**config.mk**
```make
export PLATFORM = sky130hd
export DESIGN_NAME = voq_out_scheduler
export DESIGN_NICKNAME = d
export VERILOG_FILES = /design/src/rtl/voq_out_scheduler.sv
export SDC_FILE = /design/constraint.sdc
export NUM_CORES = 1
export LEC_CHECK = 0
export CORE_MARGIN = 10
export CORE_UTILIZATION = 38
export CTS_BUF_LIST = sky130_fd_sc_hd__clkbuf_4 sky130_fd_sc_hd__clkbuf_8
export DETAILED_ROUTE_END_ITERATION = 8
export PLACE_DENSITY = 0.84
export SLEW_MARGIN = 5
export SYNTH_ARGS = -nofsm -noshare
export SYNTH_HDL_FRONTEND = slang
export SYNTH_SLANG_ARGS = --single-unit
export TNS_END_PERCENT = 1
```
**constraint.sdc**
```tcl
create_clock -name clk -period 1.8 [get_ports clk]
set_input_delay 0.27 -clock clk [delete_from_list [all_inputs] [get_ports clk]]
set_output_delay 0.27 -clock clk [all_outputs]
set_load 0.03 [all_outputs]
```
**src/rtl/voq_out_scheduler.sv**
```systemverilog
// Per-output-port VOQ scheduler: arbitrates whole packets across PORT_NUB VOQs and reframes shared-buffer reads.
// Optional SCHED_STARVE_GUARD_EN: after STARVE_LIMIT strict-priority wins over a waiting queue, force one round-robin pick.
module voq_out_scheduler #(
  parameter int PORT_NUB     = 4,
  parameter int DATA_WIDTH   = 16,
  parameter int WIDTH_SEL    = $clog2(PORT_NUB),
  parameter int TIMEOUT      = 64,
  parameter int STARVE_LIMIT = 4
) (
  input  logic                  clk,
  input  logic                  rst_n,
  input  logic [PORT_NUB-1:0]   empty,
  input  logic [PORT_NUB-1:0]   head_eop,
  input  logic                  qos_controll,
  input  logic                  ready,
  input  logic [DATA_WIDTH-1:0] data_in,
  output logic                  rd_en,
  output logic [WIDTH_SEL-1:0]  rd_sel,
  output logic                  rd_sop,
  output logic                  rd_eop,
  output logic                  rd_vld,
  output logic [DATA_WIDTH-1:0] rd_data,
  output logic                  error
);
  localparam int                   TW      = $clog2(TIMEOUT + 1);
  localparam logic [TW-1:0]        TO_LAST = TW'(TIMEOUT - 1);
  localparam logic [WIDTH_SEL-1:0] SEL_MAX = WIDTH_SEL'(PORT_NUB - 1);
  localparam logic [WIDTH_SEL:0]   NUB_W   = (WIDTH_SEL + 1)'(PORT_NUB);

  typedef enum logic {IDLE, XFER} state_t;
  state_t state_q, state_d;

  logic [PORT_NUB-1:0]  req;
  logic [WIDTH_SEL-1:0] grant, rr_ptr, rr_pick, sp_pick, pick, grant_inc;
  logic [WIDTH_SEL:0]   rr_idx;
  logic                 rr_hit, use_rr, arb, fin, abort, first;
  logic [TW-1:0]        to_cnt;

  assign req       = ~empty;
  assign grant_inc = (grant == SEL_MAX) ? '0 : grant + WIDTH_SEL'(1);

  // round-robin: first requester at or after rr_ptr, wrapping
  always_comb begin
    rr_pick = rr_ptr;
    rr_hit  = 1'b0;
    rr_idx  = '0;
    for (int i = 0; i < PORT_NUB; i++) begin
      rr_idx = {1'b0, rr_ptr} + (WIDTH_SEL + 1)'(i);
      if (rr_idx >= NUB_W) rr_idx = rr_idx - NUB_W;
      if (!rr_hit && req[rr_idx[WIDTH_SEL-1:0]]) begin
        rr_pick = rr_idx[WIDTH_SEL-1:0];
        rr_hit  = 1'b1;
      end
    end
  end

  always_comb begin
    sp_pick = '0;
    for (int i = PORT_NUB - 1; i >= 0; i--)
      if (req[i]) sp_pick = WIDTH_SEL'(i);
  end

`ifdef SCHED_STARVE_GUARD_EN
  localparam int            SCW        = $clog2(STARVE_LIMIT + 1);
  localparam logic [SCW-1:0] STARVE_MAX = SCW'(STARVE_LIMIT);
  logic [SCW-1:0]      starve_cnt;
  logic [PORT_NUB-1:0] lower_req;

  assign use_rr    = ~qos_controll | (starve_cnt == STARVE_MAX);
  // requesters with a higher index than the winner are the ones being starved
  assign lower_req = req & ~((PORT_NUB'(2) << pick) - PORT_NUB'(1));

  always_ff @(posedge clk or negedge rst_n) begin
    if (!rst_n)                                 starve_cnt <= '0;
    else if (arb) begin
      if (use_rr || (lower_req == '0))          starve_cnt <= '0;
      else                                      starve_cnt <= starve_cnt + SCW'(1);
    end
  end
`else
  assign use_rr = ~qos_controll;
`endif

  assign pick = use_rr ? rr_pick : sp_pick;

  always_ff @(posedge clk or negedge rst_n) begin
    if (!rst_n) state_q <= IDLE;
    else        state_q <= state_d;
  end

  always_comb begin
    state_d = state_q;
    rd_en   = 1'b0;
    arb     = 1'b0;
    fin     = 1'b0;
    abort   = 1'b0;
    case (state_q)
      IDLE: if (|req) begin
        arb     = 1'b1;
        state_d = XFER;
      end
      XFER: begin
        rd_en = ready & ~empty[grant];
        if (rd_en && head_eop[grant]) begin
          fin     = 1'b1;
          state_d = IDLE;
        end else if (ready && empty[grant] && (to_cnt == TO_LAST)) begin
          abort   = 1'b1;
          state_d = IDLE;
        end
      end
      default: state_d = IDLE;
    endcase
  end

  always_ff @(posedge clk or negedge rst_n) begin
    if (!rst_n) begin
      grant  <= '0;
      rr_ptr <= '0;
      to_cnt <= '0;
      first  <= 1'b0;
      rd_vld <= 1'b0;
      rd_sop <= 1'b0;
      rd_eop <= 1'b0;
      error  <= 1'b0;
    end else begin
      rd_vld <= rd_en;
      rd_sop <= rd_en & first;
      rd_eop <= fin;
      error  <= abort;
      if (arb) begin
        grant  <= pick;
        first  <= 1'b1;
        to_cnt <= '0;
      end
      // stall cycles (ready=0) freeze the timeout; only starved cycles count
      if (rd_en) begin
        first  <= 1'b0;
        to_cnt <= '0;
      end else if (state_q == XFER && ready && empty[grant]) begin
        to_cnt <= to_cnt + TW'(1);
      end
      if (fin || abort) begin
        rr_ptr <= grant_inc;
        to_cnt <= '0;
      end
    end
  end

  assign rd_sel  = (state_q == XFER) ? grant : '0;
  // shared buffer already registers its read port, so data_in lines up with rd_vld
  assign rd_data = rd_vld ? data_in : '0;

endmodule

```
==> flow_metrics.py <==
metrics = {
    "status": {
        "status": "finished with violations",
        "violations": "setup timing",
    },
    "logic_synthesis": {
        "avgSynthCellArea_um2": 9.52,
        "synth_area_leaders": "dfrtp_1, and2_1, mux4_2",
        "synth_cell_types": 41,
        "synth_top_family_by_area": "simple AND/OR/NAND/NOR gates",
        "netlist_instances": 118,
        "synthAdderAreaFrac": 0.0223,
        "synth_compound_area_frac": 0.213,
        "yosysSeqAreaShare": 0.379,
        "yosys.area.top_type": "dfrtp_1",
        "ys_ff_latch": 17,
        "syn-num-nets": 148,
        "synthSimpleGateAreaFrac": 0.269,
        "yosysTopAreaCellShare": 0.379,
        "synth_xor_area_frac": 0.00780,
        "netlist_area_um2": 1120,
        "ys_warn_count": 0,
        "synth.area.mux_share": 0.0824,
    },
    "layout": {
        "fin_util": 0.622,
        "stdcell_area_um2": 1730,
        "drive_above_1_share": 0.244,
        "top_regs": "to_cnt (7), grant (2), rr_ptr (2)",
        "largest_register_ffs": 7,
        "layout_common_cells": "clkdlybuf4s50_1, buf_4, and2_1",
        "top_register": "to_cnt",
        "final_common_cell": "clkdlybuf4s50_1",
        "final_cells": 211,
        "antenna_cells": 0,
        "area_growth_pct": 53.9,
        "layout.nets": 211,
    },
    "route": {
        "via_per_inst": 5.74,
        "wl_per_cell_um": 16.5,
        "ant_nets": 0,
        "first_pass_iters": 4,
        "vias": 1212,
        "route.detailed.drc": 0,
        "drtIter0Drc": 37,
        "routed_wl_um": 3480,
    },
    "timing": {
        "min_period_over_period": 1.01,
        "finClkSkew_ns": 0.00817,
        "rsz0062_at_grt": "true",
        "fmax_ghz": 0.552,
        "slew_headroom": 0.784,
        "worstMarginPinSlew_ns": 0.323,
        "postLayoutSetupSlackWorst_ns": -0.0132,
        "final_max_slew_viol_count": 0,
        "min_period_ns": 1.81,
        "setup_tns_ns": -0.0184,
        "finalHoldViolations": 0,
        "setup_viol": 2,
    },
    "setup_path": {
        "r2r_setup_slack_ns": -0.01,
        "cp_max_fo": 5,
        "reg2regPathDepth": 5,
        "arrival_ns": 2.00,
        "critPathKind": "input pin to flip-flop",
        "reg2reg_from": "grant[0]$_DFFE_PN0P_",
        "critPathCaptureType": "flip-flop",
        "rr_endpoint": "rr_ptr[0]$_DFFE_PN0N_",
        "crit_required_ns": 1.98,
        "critPathLaunchType": "input pin",
    },
    "power": {
        "p_per_area_nw_per_um2": 1230,
        "clkPwrFrac": 0.102,
        "intPower_uw": 1210,
        "leakage_uw": 0.000801,
        "ir_worst_vdd_uv": 974,
        "p_switching_uw": 919,
        "p_seq_frac": 0.283,
        "swShare": 0.431,
        "pwr-share-comb": 0.615,
    },
    "clock_tree": {
        "cts_hold_buf": 0,
        "htreeDepth": 1,
        "clk_path_buf_depth": 2,
        "cts_tree": "done",
        "clk_pin_slew_worst_paths_ns": 0.10,
        "clkLatencyLatePin_ns": 0.29,
        "cts-buffers-inserted": 3,
        "cts.sinks": 17,
        "clockRootBuffer": "clkbuf_4",
    },
    "placement": {
        "gp_congestion": 0.870,
        "dp.cells": 206,
        "dp_hpwl_um": 2800,
        "port_buffers": 50,
        "place_ws_ns": -0.241,
        "placed_area_um2": 1680,
    },
    "min_path": {
        "hp-class": "input pin to asynchronous set/reset pin",
    },
    "global_route": {
        "grt_pass1_wl_um": 5440,
        "antenna_found_initial": 0,
        "gr-total-overflow": 0,
        "grt_pass1_vias": 1182,
        "grt_max_degree": 18,
        "track_usage": 0.118,
    },
    "die": {
        "core_region_area_um2": 2780,
        "die_h_um": 74.4,
        "fp.dieW_um": 74.4,
        "rows": 19,
        "die_area_um2": 5530,
        "ios": 51,
        "initial_core_util": 0.404,
    },
    "run": {
        "maxCapViolations": 0,
    },
}
## worst max-delay path by stage
stage / cells after the start / startpoint / slack [ns] / to
final: 6 / empty[3] / -0.01 / rr_ptr[0]$_DFFE_PN0N_
after global routing: 5 / grant[0]$_DFFE_PN0P_ / -0.07 / rr_ptr[0]$_DFFE_PN0N_
after CTS: 5 / grant[0]$_DFFE_PN0P_ / -0.02 / rr_ptr[0]$_DFFE_PN0N_
after detailed placement: 5 / empty[3] / -0.24 / rr_ptr[0]$_DFFE_PN0N_
after global placement: 5 / empty[3] / -0.20 / rr_ptr[0]$_DFFE_PN0N_
after floorplan: 4 / grant[0]$_DFFE_PN0P_ / 0.04 / rr_ptr[0]$_DFFE_PN0N_
## logic make-up (layout without fill, tap and decap cells)
| logic type | Yosys count | count (layout) |
|---|---|---|
| AO/OA/AOI/OAI | 32 | 32 |
| XOR/XNOR | 1 | 1 |
| adder cells (fa/ha/maj) | 2 | 2 |
| buffers and inverters | 6 | 68 |
| flip-flops | 17 | 17 |
| multiplexers | 6 | 6 |
| AND/OR/NAND/NOR | 54 | 54 |
## critical path: stages
cell             delay [ns]
clkdlybuf4s50_1        0.42
mux4_2                 0.54
buf_6                  0.16
nand2b_4               0.14
a21oi_4                0.15
mux2_4                 0.31
## layout make-up
class | count | area, um2
Sequential cell | 17 | 425
Inverter | 2 | 7.51
Clock buffer | 4 | 30.0
Fill cell | 241 | 1050
Tap cell | 31 | 38.8
Timing Repair Buffer | 62 | 553
Multi-Input combinational cell | 95 | 674
## per-layer routing
metal,vias to the layer above,part of all wire,global-route usage
met5,-,0,0
li1,552,-,-
met2,83,0.46,0.202
met4,0,0.017,0.0427
met3,8,0.11,0.0306
met1,569,0.41,0.139
## cells in the mapped netlist (all sizes together)
master	instances
and2	20
dfrtp	17
nor2	11
nand2	7
a31oi	5
nand2b	5
o21ai	5
a21oi	4
a22o	3
mux2	3
nor2b	3
and3	2
buf	2
clkbuf	2
ha	2
inv	2
mux4	2
nand3	2
nor3	2
o21a	2
o22ai	2
a21boi	1
a21o	1
a221o	1
a41o	1
a41oi	1
mux2i	1
nand3b	1
nand4	1
o211a	1
o21ba	1
o21bai	1
o221ai	1
o22a	1
o2bb2ai	1
xnor2	1
## stage by stage
| step | hold slack (ns) | power, uW |
|---|---|---|
| detailed placement | 0.485 | 1870 |
| CTS | 0.309 | 2110 |
| global route | 0.328 | 2280 |
| global placement | 0.475 | 1830 |
| floorplan | -0.0256 | 1360 |
| finish | 0.295 | 2130 |
## power groups by stage
stage	sequential, uW	combinational, uW	clock (uW)
2_1_floorplan	619	745	0
6_report	604	1310	217
5_1_grt	619	1420	235
4_1_cts	603	1290	219
3_5_place_dp	608	1270	0
3_3_place_gp	602	1220	0
## repair_timing
action / CTS / global route
setup endpoints to repair: 3 / 3
hold endpoints to repair: 0 / 0
gates resized for setup: 4 / 2
setup buffers: 1 / 0
(Power assumes the default switching activity.)
